File: src/rtl/env_memctl_pkg.sv
// Shared types and default sizing for the tv80 memory-region controller.
package env_memctl_pkg;

  localparam int unsigned DEF_NUM_REGIONS = 4;
  localparam int unsigned DEF_ADDR_W      = 16;
  localparam int unsigned DEF_WAIT_W      = 4;

  typedef enum logic [1:0] {
    ST_IDLE = 2'd0,
    ST_WAIT = 2'd1,
    ST_DONE = 2'd2
  } state_e;

  function automatic int unsigned idx_width(input int unsigned n);
    return (n > 1) ? $clog2(n) : 1;
  endfunction

endpackage

File: src/rtl/env_region_match.sv
// One decode region: enabled base/mask compare against the CPU address.
import env_memctl_pkg::*;

module env_region_match #(
  parameter int unsigned ADDR_W = DEF_ADDR_W
) (
  input  logic [ADDR_W-1:0] addr,
  input  logic [ADDR_W-1:0] base,
  input  logic [ADDR_W-1:0] mask,
  input  logic              en,
  output logic              hit
);

  assign hit = en & ((addr & mask) == (base & mask));

endmodule

File: src/rtl/env_memctl.sv
// Region decoder, chip-select generation and wait-state inserter between
// the tv80 memory strobes and the async memories.
import env_memctl_pkg::*;

module env_memctl #(
  parameter int unsigned NUM_REGIONS = DEF_NUM_REGIONS,
  parameter int unsigned ADDR_W      = DEF_ADDR_W,
  parameter int unsigned WAIT_W      = DEF_WAIT_W
) (
  input  logic                          clk,
  input  logic                          reset_n,
  input  logic                          mreq_n,
  input  logic                          rd_n,
  input  logic                          wr_n,
  input  logic                          rfsh_n,
  input  logic [ADDR_W-1:0]             A,
  input  logic [NUM_REGIONS*ADDR_W-1:0] region_base,
  input  logic [NUM_REGIONS*ADDR_W-1:0] region_mask,
  input  logic [NUM_REGIONS-1:0]        region_en,
  input  logic [NUM_REGIONS-1:0]        region_wp,
  input  logic [NUM_REGIONS*WAIT_W-1:0] region_wait,
  output logic [NUM_REGIONS-1:0]        rd_cs,
  output logic [NUM_REGIONS-1:0]        wr_cs,
  output logic                          wait_n,
  output logic                          unmapped,
  output logic                          wp_err,
  input  logic                          wp_err_clr
);

  localparam int unsigned IDX_W = idx_width(NUM_REGIONS);

  logic [NUM_REGIONS-1:0] hit;
  logic [NUM_REGIONS-1:0] sel;
  logic [IDX_W-1:0]       sel_idx;
  logic                   any_hit;
  logic                   acc;
  logic [WAIT_W-1:0]      wait_sel;
  logic                   wp_hit;

  state_e            state_q;
  logic [WAIT_W-1:0] cnt_q;
  logic              wait_n_q;
  logic              unmapped_q;
  logic              wp_err_q;

  for (genvar r = 0; r < NUM_REGIONS; r++) begin : g_region
    env_region_match #(.ADDR_W(ADDR_W)) u_match (
      .addr (A),
      .base (region_base[r*ADDR_W +: ADDR_W]),
      .mask (region_mask[r*ADDR_W +: ADDR_W]),
      .en   (region_en[r]),
      .hit  (hit[r])
    );
  end

  assign acc = ~mreq_n & rfsh_n & (~rd_n | ~wr_n);

  // Lowest index wins on overlapping regions.
  always_comb begin
    sel_idx = '0;
    any_hit = 1'b0;
    for (int r = NUM_REGIONS - 1; r >= 0; r--) begin
      if (hit[r]) begin
        sel_idx = IDX_W'(r);
        any_hit = 1'b1;
      end
    end
    sel = any_hit ? (NUM_REGIONS'(1) << sel_idx) : '0;
  end

  assign wait_sel = region_wait[32'(sel_idx)*WAIT_W +: WAIT_W];
  assign wp_hit   = acc & ~wr_n & any_hit & region_wp[sel_idx];

  // Live decode; forced off while reset is asserted.
  assign rd_cs = (acc & reset_n & ~rd_n) ? sel : '0;
  assign wr_cs = (acc & reset_n & ~wr_n) ? (sel & ~region_wp) : '0;

  assign wait_n   = wait_n_q;
  assign unmapped = unmapped_q;
  assign wp_err   = wp_err_q;

  always_ff @(posedge clk or negedge reset_n) begin
    if (!reset_n) begin
      state_q    <= ST_IDLE;
      cnt_q      <= '0;
      wait_n_q   <= 1'b1;
      unmapped_q <= 1'b0;
      wp_err_q   <= 1'b0;
    end else begin
      unmapped_q <= 1'b0;
      if (wp_err_clr) wp_err_q <= 1'b0;
      case (state_q)
        ST_IDLE: begin
          if (acc) begin
            if (!any_hit) begin
              unmapped_q <= 1'b1;
              state_q    <= ST_DONE;
            end else begin
              // Set takes priority over a simultaneous clear.
              if (wp_hit) wp_err_q <= 1'b1;
              cnt_q <= wait_sel;
              if (wait_sel != '0) begin
                wait_n_q <= 1'b0;
                state_q  <= ST_WAIT;
              end else begin
                state_q  <= ST_DONE;
              end
            end
          end
        end
        ST_WAIT: begin
          if (mreq_n) begin
            wait_n_q <= 1'b1;
            cnt_q    <= '0;
            state_q  <= ST_IDLE;
          end else if (cnt_q == WAIT_W'(1)) begin
            wait_n_q <= 1'b1;
            cnt_q    <= '0;
            state_q  <= ST_DONE;
          end else begin
            cnt_q <= cnt_q - WAIT_W'(1);
          end
        end
        ST_DONE: begin
          if (mreq_n) state_q <= ST_IDLE;
        end
        default: begin
          state_q  <= ST_IDLE;
          wait_n_q <= 1'b1;
          cnt_q    <= '0;
        end
      endcase
    end
  end

endmodule

File: config.mk
export PLATFORM = sky130hd
export DESIGN_NAME = env_memctl
export DESIGN_NICKNAME = d
export VERILOG_FILES = /design/src/rtl/env_memctl_pkg.sv /design/src/rtl/env_region_match.sv /design/src/rtl/env_memctl.sv
export SDC_FILE = /design/constraint.sdc
export NUM_CORES = 1
export LEC_CHECK = 0
export CELL_PAD_IN_SITES_DETAIL_PLACEMENT = 1
export CELL_PAD_IN_SITES_GLOBAL_PLACEMENT = 2
export CORE_MARGIN = 10
export CORE_UTILIZATION = 13
export DETAILED_ROUTE_END_ITERATION = 16
export GPL_ROUTABILITY_DRIVEN = 0
export PLACE_DENSITY_LB_ADDON = 0.1
export SKIP_CTS_REPAIR_TIMING = 1
export SLEW_MARGIN = 30
export SYNTH_ARGS = -nofsm -noshare
export SYNTH_HDL_FRONTEND = slang
export SYNTH_HIERARCHICAL = 1
export SYNTH_SLANG_ARGS = --single-unit
File: constraint.sdc
create_clock -name clk -period 2.3 [get_ports clk]
set_input_delay 0.46 -clock clk [delete_from_list [all_inputs] [get_ports clk]]
set_output_delay 0.46 -clock clk [all_outputs]
set_load 0.005 [all_outputs]
Yosys cells after proc, flatten, opt, wreduce, memory -nomap -nowiden
Index checks and enable logic that the tools add are counted.
{"block": "op_classes", "add_sub_neg": 1, "magnitude_cmp": 1, "eq_ne": 12, "n_shift": 2, "n_mux": 39, "bitwise": 27, "reduce_logical": 5}
{"operator": "$and 16x16->16", "count": 8}
{"operator": "$eq 16x16->1", "count": 4}
{"operator": "$mux 4", "count": 7}
{"operator": "$mux 2", "count": 10}
{"operator": "$mux 1", "count": 18}
{"operator": "$shiftx 16x5->4", "count": 1}
{"operator": "$and 1x1->1", "count": 12}
{"operator": "$pmux 4 s3", "count": 1}
{"operator": "$ne 2x2->1 const B", "count": 4}
{"operator": "$pmux 2 s3", "count": 1}
{"operator": "$reduce_and 3->1", "count": 2}
{"operator": "$reduce_and 5->1", "count": 1}
{"operator": "$and 4x4->4", "count": 1}
{"operator": "$eq 4x1->1 const B", "count": 1}
{"operator": "$not 1->1", "count": 4}
{"operator": "$not 4->4", "count": 1}
{"operator": "$reduce_bool 4->1", "count": 1}
{"operator": "$shl 1x2->4 const A", "count": 1}
{"operator": "$sub 4x1->4 const B", "count": 1}
{"operator": "$lt 2x3->1 const B", "count": 1}
{"operator": "$ne 3x3->1 const B", "count": 1}
{"operator": "$pmux 1 s3", "count": 1}
{"operator": "$bmux 1 s2", "count": 1}
{"operator": "$eq 2x1->1 const B", "count": 1}
{"operator": "3 further kinds", "count": 3}
{"block": "totals", "regBits": 9, "in_bits": 175, "output_inout_bits": 11, "word_cells": 92}

Longest topological paths before layout
Gate-level depths: netlist of run 1.
{"block": "depth", "word_depth": 14, "depth_mapped": 9, "ltp_nobuf": 8}

Cells and area by module
The synthesis of run 1 kept the hierarchy.
{"mod": "env_memctl", "instances": 1, "cells_each": 118, "area_each_um2": 945.9, "seq_area_each_um2": 226.5}
{"mod": "env_region_match", "instances": 4, "cells_each": 27, "area_each_um2": 225.2, "seq_area_each_um2": 0.0}

Least setup slack after synthesis of run 1
No wires, ideal clock.
{"block": "synth_timing", "kind": "input to register", "from": "in A[13]", "to": "reg wait_n_q, in the netlist wait_n", "setup_time_ns": 0.083, "arrival_time_ns": 2.348, "required_ns": 2.217, "slack_ns": -0.131, "path_stages": 9, "n_path_buf": 1, "cell_sequence": "xor2_1 > a22oi_1 > nand4_1 > a2111oi_2 > or4_1 > buf_6 > nand3_2 > o31a_1 > a221o_1"}
{"block": "synth_between", "elab_chain_len": 11, "word_cells_on_any_way": 25, "cone_classes": "6 x eq/ne; 1 x shift; 8 x mux; 8 x bitwise; 2 x reduce/logical"}
{"item": "from (decl)", "line": "env_memctl.sv:16", "source": "input logic [ADDR_W-1:0] A,"}
{"item": "$and 16x16->16 *", "line": "env_region_match.sv:14", "source": "assign hit = en & ((addr & mask) == (base & mask));"}
{"item": "$eq 16x16->1 *", "line": "env_region_match.sv:14"}
{"item": "$and 1x1->1 *", "line": "env_region_match.sv:14"}
{"item": "net hit[3]", "line": "env_memctl.sv:32", "source": "logic [NUM_REGIONS-1:0] hit;"}
{"item": "$mux 2 (4 in a row)", "line": "env_memctl.sv:63", "source": "if (hit[r]) begin"}
{"item": "$shiftx 16x5->4", "line": "env_memctl.sv:71", "source": "assign wait_sel = region_wait[32'(sel_idx)*WAIT_W +: WAIT_W];"}
{"item": "$reduce_bool 4->1", "line": "env_memctl.sv:102", "source": "if (wait_sel != '0) begin"}
{"item": "$ne 2x2->1 (no line)"}
{"item": "$reduce_and 5->1 (no line) *"}
{"item": "to (signal assigned)", "line": "env_memctl.sv:86", "source": "wait_n_q <= 1'b1;"}
{"item": "to (signal assigned)", "line": "env_memctl.sv:103", "source": "wait_n_q <= 1'b0;"}
{"item": "to (signal assigned)", "line": "env_memctl.sv:113", "source": "wait_n_q <= 1'b1;"}
{"item": "to (decl)", "line": "env_memctl.sv:42", "source": "logic wait_n_q;"}
The timed path passes the listed nets; every way through them passes the cells marked *.
A chain may end at the register's enable or synchronous reset.

Worst setup path in the final report of run 1
{"block": "layout_timing", "from": "in region_mask[50]", "to": "out wr_cs[3]"}
{"block": "layout_between", "elab_chain_len": 11, "word_cells_on_any_way": 16, "cone_classes": "1 x eq/ne; 1 x shift; 10 x mux; 4 x bitwise"}
{"item": "from (decl)", "line": "env_memctl.sv:18", "source": "input logic [NUM_REGIONS*ADDR_W-1:0] region_mask,"}
{"item": "$and 16x16->16", "line": "env_region_match.sv:14"}
{"item": "$eq 16x16->1 *", "line": "env_region_match.sv:14"}
{"item": "$and 1x1->1 *", "line": "env_region_match.sv:14"}
{"item": "net hit[3]", "line": "env_memctl.sv:32"}
{"item": "$mux 2 (4 in a row)", "line": "env_memctl.sv:63"}
{"item": "$shl 1x2->4", "line": "env_memctl.sv:68", "source": "sel = any_hit ? (NUM_REGIONS'(1) << sel_idx) : '0;"}
{"item": "$mux 4 *", "line": "env_memctl.sv:68"}
{"item": "$and 4x4->4 *", "line": "env_memctl.sv:76", "source": "assign wr_cs = (acc & reset_n & ~wr_n) ? (sel & ~region_wp) : '0;"}
{"item": "$mux 4 *", "line": "env_memctl.sv:76"}
{"item": "to (decl)", "line": "env_memctl.sv:23", "source": "output logic [NUM_REGIONS-1:0] wr_cs,"}
Marks and branches as above.

==> flow_summary.ini, run 1 <==
[outcome]
status = finished, violations left
failed_checks = setup timing

[routing]
dr_wl_met2_mm = 6.858
detail_route.wirelength_mm = 12.51
top_layer = met5
routed-via-count = 2739
wl_per_cell_um = 19.13
drt_drc_violations_left = 0
dr.first_iter.drc_count = 66
route.met3.wl_mm = 1.106
post_drt_via_cell_ratio = 4.188
detail-route-antenna-nets = 0
wirelength_met1_mm = 4.470
drt_pre_antenna_iters = 4

[yosys]
synth_top_area_share_pct = 30.35
yosysUniqueCellTypes = 54
sequential_element_share_of_the_synthesized_area_pct = 12.26
synth.avg_cell_area_um2 = 8.172
synth_area_leader_cell = xor2_1
synth_warnings = 6
postSynthCellCount = 226
synth_seq_cells = 9
synth_edf_count = 0
synth_nets = 403
ys.flop_type = dfrtp_1
async_flop_share_pct = 100.0
synth.cell_area_um2 = 1847
netlist_top_cells_area = xor2_1 30%, dfrtp_1 11%, a22oi_1 10%

[clocking]
clkSinkCount = 9
longest_clk_path_bufs = 2
cts_buffers = 3
h-tree-depth = 1
clkTransAtPathRegs_ps = 40
cts-root-buf = clkbuf_16
worst_skew_pair.late_latency_ps = 240
cts_tree = built

[sta]
final.min_clock_period_ps = 2790
timing.clock.skew_ps = 0.5701
fin_crit_sh_pct = 121.3
timing.final.hold_violations = 0
rsz_0062_raised_after_global_routing = true
worst-slew-pin-transition_ps = 459.1
achievable-frequency_ghz = 0.3584
worst_slack_ps = -490.3
max_transition_viols_final = 0
finalSetupViolations = 17
hold_slack_ps = 547.8
relSlewSlack_pct = 68.60

[finish]
final_cell_count_no_fill = 654
layout-drive-gt1-share_pct = 30.72
num-nets-final = 650
finalCoreUtilization_pct = 36.24
ff_latch_area_um2 = 226.5
area_growth_pct = 172.4
fillCellCount = 1606
multi_input_comb_area_um2 = 1861

[setup_path]
worst-endpoint-required_ps = 1840
cpPeakStageDelay_ps = 410
worst_setup_path_end_kind = primary output
timing.critical_path.fanout_max = 2
worst_path_max_delay_cell = clkdlybuf4s50_1
worst_ep_arrival_time_ps = 2330
crit_path_start_kind = input pin
worstPathCellList = clkdlybuf4s50_1 > a22oi_2 > nand4_1 > a2111oi_4 > or2b_1 > buf_6 > nor4_4 > buf_2
reg2reg_depth = 7
worst-setup-path-type = in -> out

[flow_run]
drv_cap = 0

[grt]
grt_overflow = 0
grt_pass1_vias = 3050
grt_start_max_net_pins = 13
first_pass_grt_wire_length_mm = 17.86
initial_antenna_violation_count = 5
globalRouteTotalUtil_pct = 11.62

[floorplanning]
start_util_pct = 13.30
io_pins = 186
floorplan.die.height_um = 139.2
die_width_um = 139.2
floorplan.die_area_um2 = 19370
std_cell_rows = 43
core_region_area_um2 = 13880

[place]
io_buffer_count = 185
dp_cells = 627
post-dp-hpwl_mm = 11.03

[hold_path]
min_path_type = reg -> reg
worstHoldPathCells = 2

[pwr]
power_per_cell_area_nw_per_um2 = 260.9
vdd.ir_drop.worst_uv = 189.5
total_power_mw = 1.313
p_leak_nw = 2.673
-- layout by cell type, fill, tap and decap left out, types with 3 or more instances in the layout --
cell | Yosys | layout
dlymetal6s2s_1 | 0 | 87
clkbuf_16 | 0 | 5
buf_6 | 1 | 20
inv_1 | 8 | 7
xor2_2 | 0 | 5
nand4_1 | 9 | 9
nor2_2 | 0 | 4
buf_4 | 0 | 43
or4_1 | 4 | 3
buf_2 | 3 | 9
a22oi_1 | 25 | 9
o21ai_0 | 4 | 3
a22o_1 | 6 | 6
nor2_1 | 11 | 6
clkbuf_2 | 0 | 6
xor2_1 | 64 | 59
nand2_1 | 11 | 9
dfrtp_1 | 8 | 8
clkdlybuf4s50_1 | 0 | 79
a21oi_1 | 6 | 5
nor3_2 | 0 | 3
buf_8 | 0 | 3
a2111oi_4 | 0 | 4
a22oi_2 | 0 | 16
-- cell type report --
type	instances	area share, %
Antenna cell	2	0.09950
Clock buffer	4	1.567
Inverter	9	0.7214
Multi-Input combinational cell	201	36.99
Sequential cell	9	4.502
Tap cell	180	4.478
Timing Repair Buffer	249	51.64
-- cell usage after synthesis (all sizes together), types with 3 or more instances --
master / instances
or2: 4
dfrtp: 8
buf: 4
a2111oi: 5
nor2b: 4
nor2: 11
clkbuf: 3
xor2: 64
nor4: 3
nand3: 3
nor3: 6
a22o: 6
inv: 9
nand2: 11
or4: 4
o21ai: 5
a21oi: 7
nand4: 9
nand2b: 3
a211oi: 3
a22oi: 25
-- metrics by stage --
step                cell area [um^2]  TNS, ps  setup WS [ps]
global route                    5025    -7406         -572.3
detailed placement              4272   -19510          -1389
floorplan                       1901   -7.893         -7.893
finish                          5030    -5324         -490.3
CTS                             4350   -17520          -1401
global placement                4272   -19050          -1330
-- state kept, by name, summed over array words and instances (netlist names) --
signal and flops:
cnt_q 4, state_q 2, unmapped 1, wait_n 1, wp_err 1
-- metal layers --
metal | up-vias | global-route usage (%)
met5 | - | 0
met3 | 8 | 5.137
li1 | 1352 | -
met2 | 91 | 22.46
met4 | 6 | 1.318
met1 | 1282 | 11.38
-- path summary, 6_finish.rpt --
check	start	slack (ps)	to
worst min-delay path	wp_err$_DFF_PN0_	550	wp_err$_DFF_PN0_
worst min register to register	wp_err$_DFF_PN0_	550	wp_err$_DFF_PN0_
worst max register to register	cnt_q[1]$_DFFE_PN0P_	420	wait_n$_DFFE_PN1P_
worst max-delay path	region_mask[50]	-490	wr_cs[3]
max in group asynchronous	reset_n	1480	wait_n$_DFFE_PN1P_
min in group asynchronous	reset_n	600	state_q[0]$_DFFE_PN0P_
-- worst max-delay path: cells and delay by family --
family,cells,cell delay [ps]
AOI/OAI and AO/OA,2,490
and+or+nand+nor,3,700
buffers and inverters,3,690
-- kinds of logic after synthesis --
family / synth area share [%]
buffers and inverters: 3.861
AND/OR/NAND/NOR: 19.65
XOR/XNOR: 30.35
adder cells (fa/ha/maj): 1.355
flip-flops: 12.26
AO/OA/AOI/OAI: 32.52
-- where the power goes --
group	switching, mW	internal [mW]	leakage (nW)
Sequential	0.0423	0.203	0.116
Clock	0.0789	0.232	0.0382
Combinational	0.289	0.468	2.52
Total	0.410	0.902	2.67
Note: power is estimated with default switching activity, not from simulation.
==> run 2: changes to the inputs <==
--- a/config.mk
+++ b/config.mk
@@ -7,10 +7,10 @@
 export LEC_CHECK = 0
 export CELL_PAD_IN_SITES_DETAIL_PLACEMENT = 1
 export CELL_PAD_IN_SITES_GLOBAL_PLACEMENT = 2
+export CORE_ASPECT_RATIO = 0.75
 export CORE_MARGIN = 10
 export CORE_UTILIZATION = 13
 export DETAILED_ROUTE_END_ITERATION = 16
-export GPL_ROUTABILITY_DRIVEN = 0
 export PLACE_DENSITY_LB_ADDON = 0.1
 export SKIP_CTS_REPAIR_TIMING = 1
 export SLEW_MARGIN = 30
==> run 2 against run 1 <==
Effect of this change:
- the run still ends with setup timing left
- non-clock buffer count decreased by 11
- critical path depth increased by 1
- wire length increased by 3.2%
- clock power increased by 3%
- hold slack got worse by 5.6 ps
==> flow_summary.ini, run 2 (synthesized netlist as in run 1, its figures left out) <==
[grt]
first_pass_grt_wire_length_mm = 17.70
globalRouteTotalUtil_pct = 12.09
grt_overflow = 0
grt_pass1_vias = 2883
grt_start_max_net_pins = 13
initial_antenna_violation_count = 4

[floorplanning]
std_cell_rows = 37
die_width_um = 157.6
io_pins = 186
core_region_area_um2 = 13800
floorplan.die_area_um2 = 19420
floorplan.die.height_um = 123.2
start_util_pct = 13.39

[setup_path]
critPathCapture = wr_cs[3]
timing.reg2reg.setup_slack_ps = 490
worstSetupPathDepth = 9
crit_path_start_kind = input pin
worst-setup-path-type = in -> out
worst_path_max_delay_cell = clkdlybuf4s50_1
worst-endpoint-required_ps = 1840
reg2reg_depth = 4
worst_ep_arrival_time_ps = 2230
worst_setup_path_startpoint = region_mask[13]
worst_setup_path_end_kind = primary output
cpPeakStageDelay_ps = 420
worstReg2RegEnd = cnt_q[2]$_DFFE_PN0P_
cp_num_buf_inv = 4
worstPathCellList = clkdlybuf4s50_1 > a22oi_2 > nand4_1 > a2111oi_4 > buf_4 > buf_6 > or2_4 > nor4_4 > buf_2
timing.critical_path.fanout_max = 4
rr_startpoint = state_q[1]$_DFFE_PN0P_
critical_path.top_delay_family = buffers and inverters

[routing]
wl_per_cell_um = 20.21
detail_route.wirelength_mm = 12.91
dr.first_iter.drc_count = 76
drt_drc_violations_left = 0
post_drt_via_cell_ratio = 4.141
detail-route-antenna-nets = 0
routed-via-count = 2646
drt_pre_antenna_iters = 4

[place]
post-dp-hpwl_mm = 11.49
dpl_worst_slack_ps = -1305
io_buffer_count = 185
gpl.final_weighted_congestion = 0.7527
dp_cells = 623

[sta]
totalNegativeSetupSlack_ps = -4812
fin_crit_sh_pct = 116.8
timing.clock.skew_ps = 5.372
max_transition_viols_final = 0
timing.final.hold_violations = 0
worst_slack_ps = -385.8
final.min_clock_period_ps = 2686
relSlewSlack_pct = 60.61
hold_slack_ps = 542.2
worst-slew-pin-transition_ps = 583.2
finalSetupViolations = 16
achievable-frequency_ghz = 0.3723
rsz_0062_raised_after_global_routing = true

[clocking]
worst_skew_pair.late_latency_ps = 240
clkSinkCount = 9
cts-root-buf = clkbuf_16
h-tree-depth = 1
cts_buffers = 3
longest_clk_path_bufs = 2
clkTransAtPathRegs_ps = 40
cts_tree = built

[pwr]
power_per_cell_area_nw_per_um2 = 265.5
p_sw_uw = 439.2
comb_power_share_pct = 57.8
vdd.ir_drop.worst_uv = 178.1
p_leak_nw = 2.800
total_power_mw = 1.347
switching_share_pct = 32.61
pwr-share-clk_pct = 23.7
power.internal_uw = 907.9
pwr-share-seq_pct = 18.5

[hold_path]
min_path_type = reg -> reg
worstHoldPathCells = 2

[finish]
reg.largest.list = cnt_q: 4 flops, state_q: 2 flops
multi_input_comb_area_um2 = 1996
regMostFlops = cnt_q
ff_latch_area_um2 = 226.5
most-common-layout-cells = 105 x dlymetal6s2s_1, 53 x clkdlybuf4s50_1, 46 x xor2_1, 38 x buf_4, 24 x buf_6
num-nets-final = 639
largest_register_ffs = 4
area_growth_pct = 174.7
layout-drive-gt1-share_pct = 35.14
layout_commonest_cell = dlymetal6s2s_1
final_cell_count_no_fill = 639
fillCellCount = 1567

[flow_run]
drv_cap = 0

[outcome]
failed_checks = setup timing
status = finished, violations left
run 2: cell type report:
class | instances | area share [%]
repair buffers | 238 | 49.47
multi-input cells | 201 | 39.33
flip-flops and latches | 9 | 4.464
well taps | 175 | 4.316
clock buffers | 4 | 1.554
inverters | 9 | 0.7152
diodes | 3 | 0.1480
run 2: tightest hold or removal path: stages (launching register included):
cell     delay [ps]
dfrtp_1         340
inv_1            50
o32ai_2         100
run 2: layer usage:
metal / routed length [um] / GRT usage [%] / share of wire (%) / up-vias
met4: 76 / 1.107 / 0.59 / 2
met5: 12 / 0 / 0.093 / -
met2: 6872 / 22.85 / 53 / 83
li1: - / - / - / 1321
met1: 4889 / 12.64 / 38 / 1234
met3: 1060 / 5.170 / 8.2 / 6
run 2: through the flow:
step,util [%],area [um^2]
detailed placement,30.88,4260
floorplan,-,1901
global placement,30.88,4260
finish,36.78,5074
global route,36.76,5071
CTS,31.45,4339
run 2: how the worst min path moves through the flow:
stage                             end  slack (ps)        startpoint
6_report             wp_err$_DFF_PN0_         540  wp_err$_DFF_PN0_
5_1_grt        state_q[0]$_DFFE_PN0P_         580           reset_n
4_1_cts              wp_err$_DFF_PN0_         540  wp_err$_DFF_PN0_
3_5_place_dp         wp_err$_DFF_PN0_         540  wp_err$_DFF_PN0_
3_3_place_gp         wp_err$_DFF_PN0_         530  wp_err$_DFF_PN0_
2_1_floorplan    cnt_q[0]$_DFFE_PN0P_         160           reset_n
run 2: power by group through the flow:
stage | Combinational, mW | Sequential [mW] | Clock [mW]
after floorplan | 0.258 | 0.235 | 0
after detailed placement | 0.733 | 0.251 | 0
after global routing | 0.847 | 0.256 | 0.336
after global placement | 0.726 | 0.249 | 0
after CTS | 0.737 | 0.247 | 0.324
final | 0.779 | 0.249 | 0.319
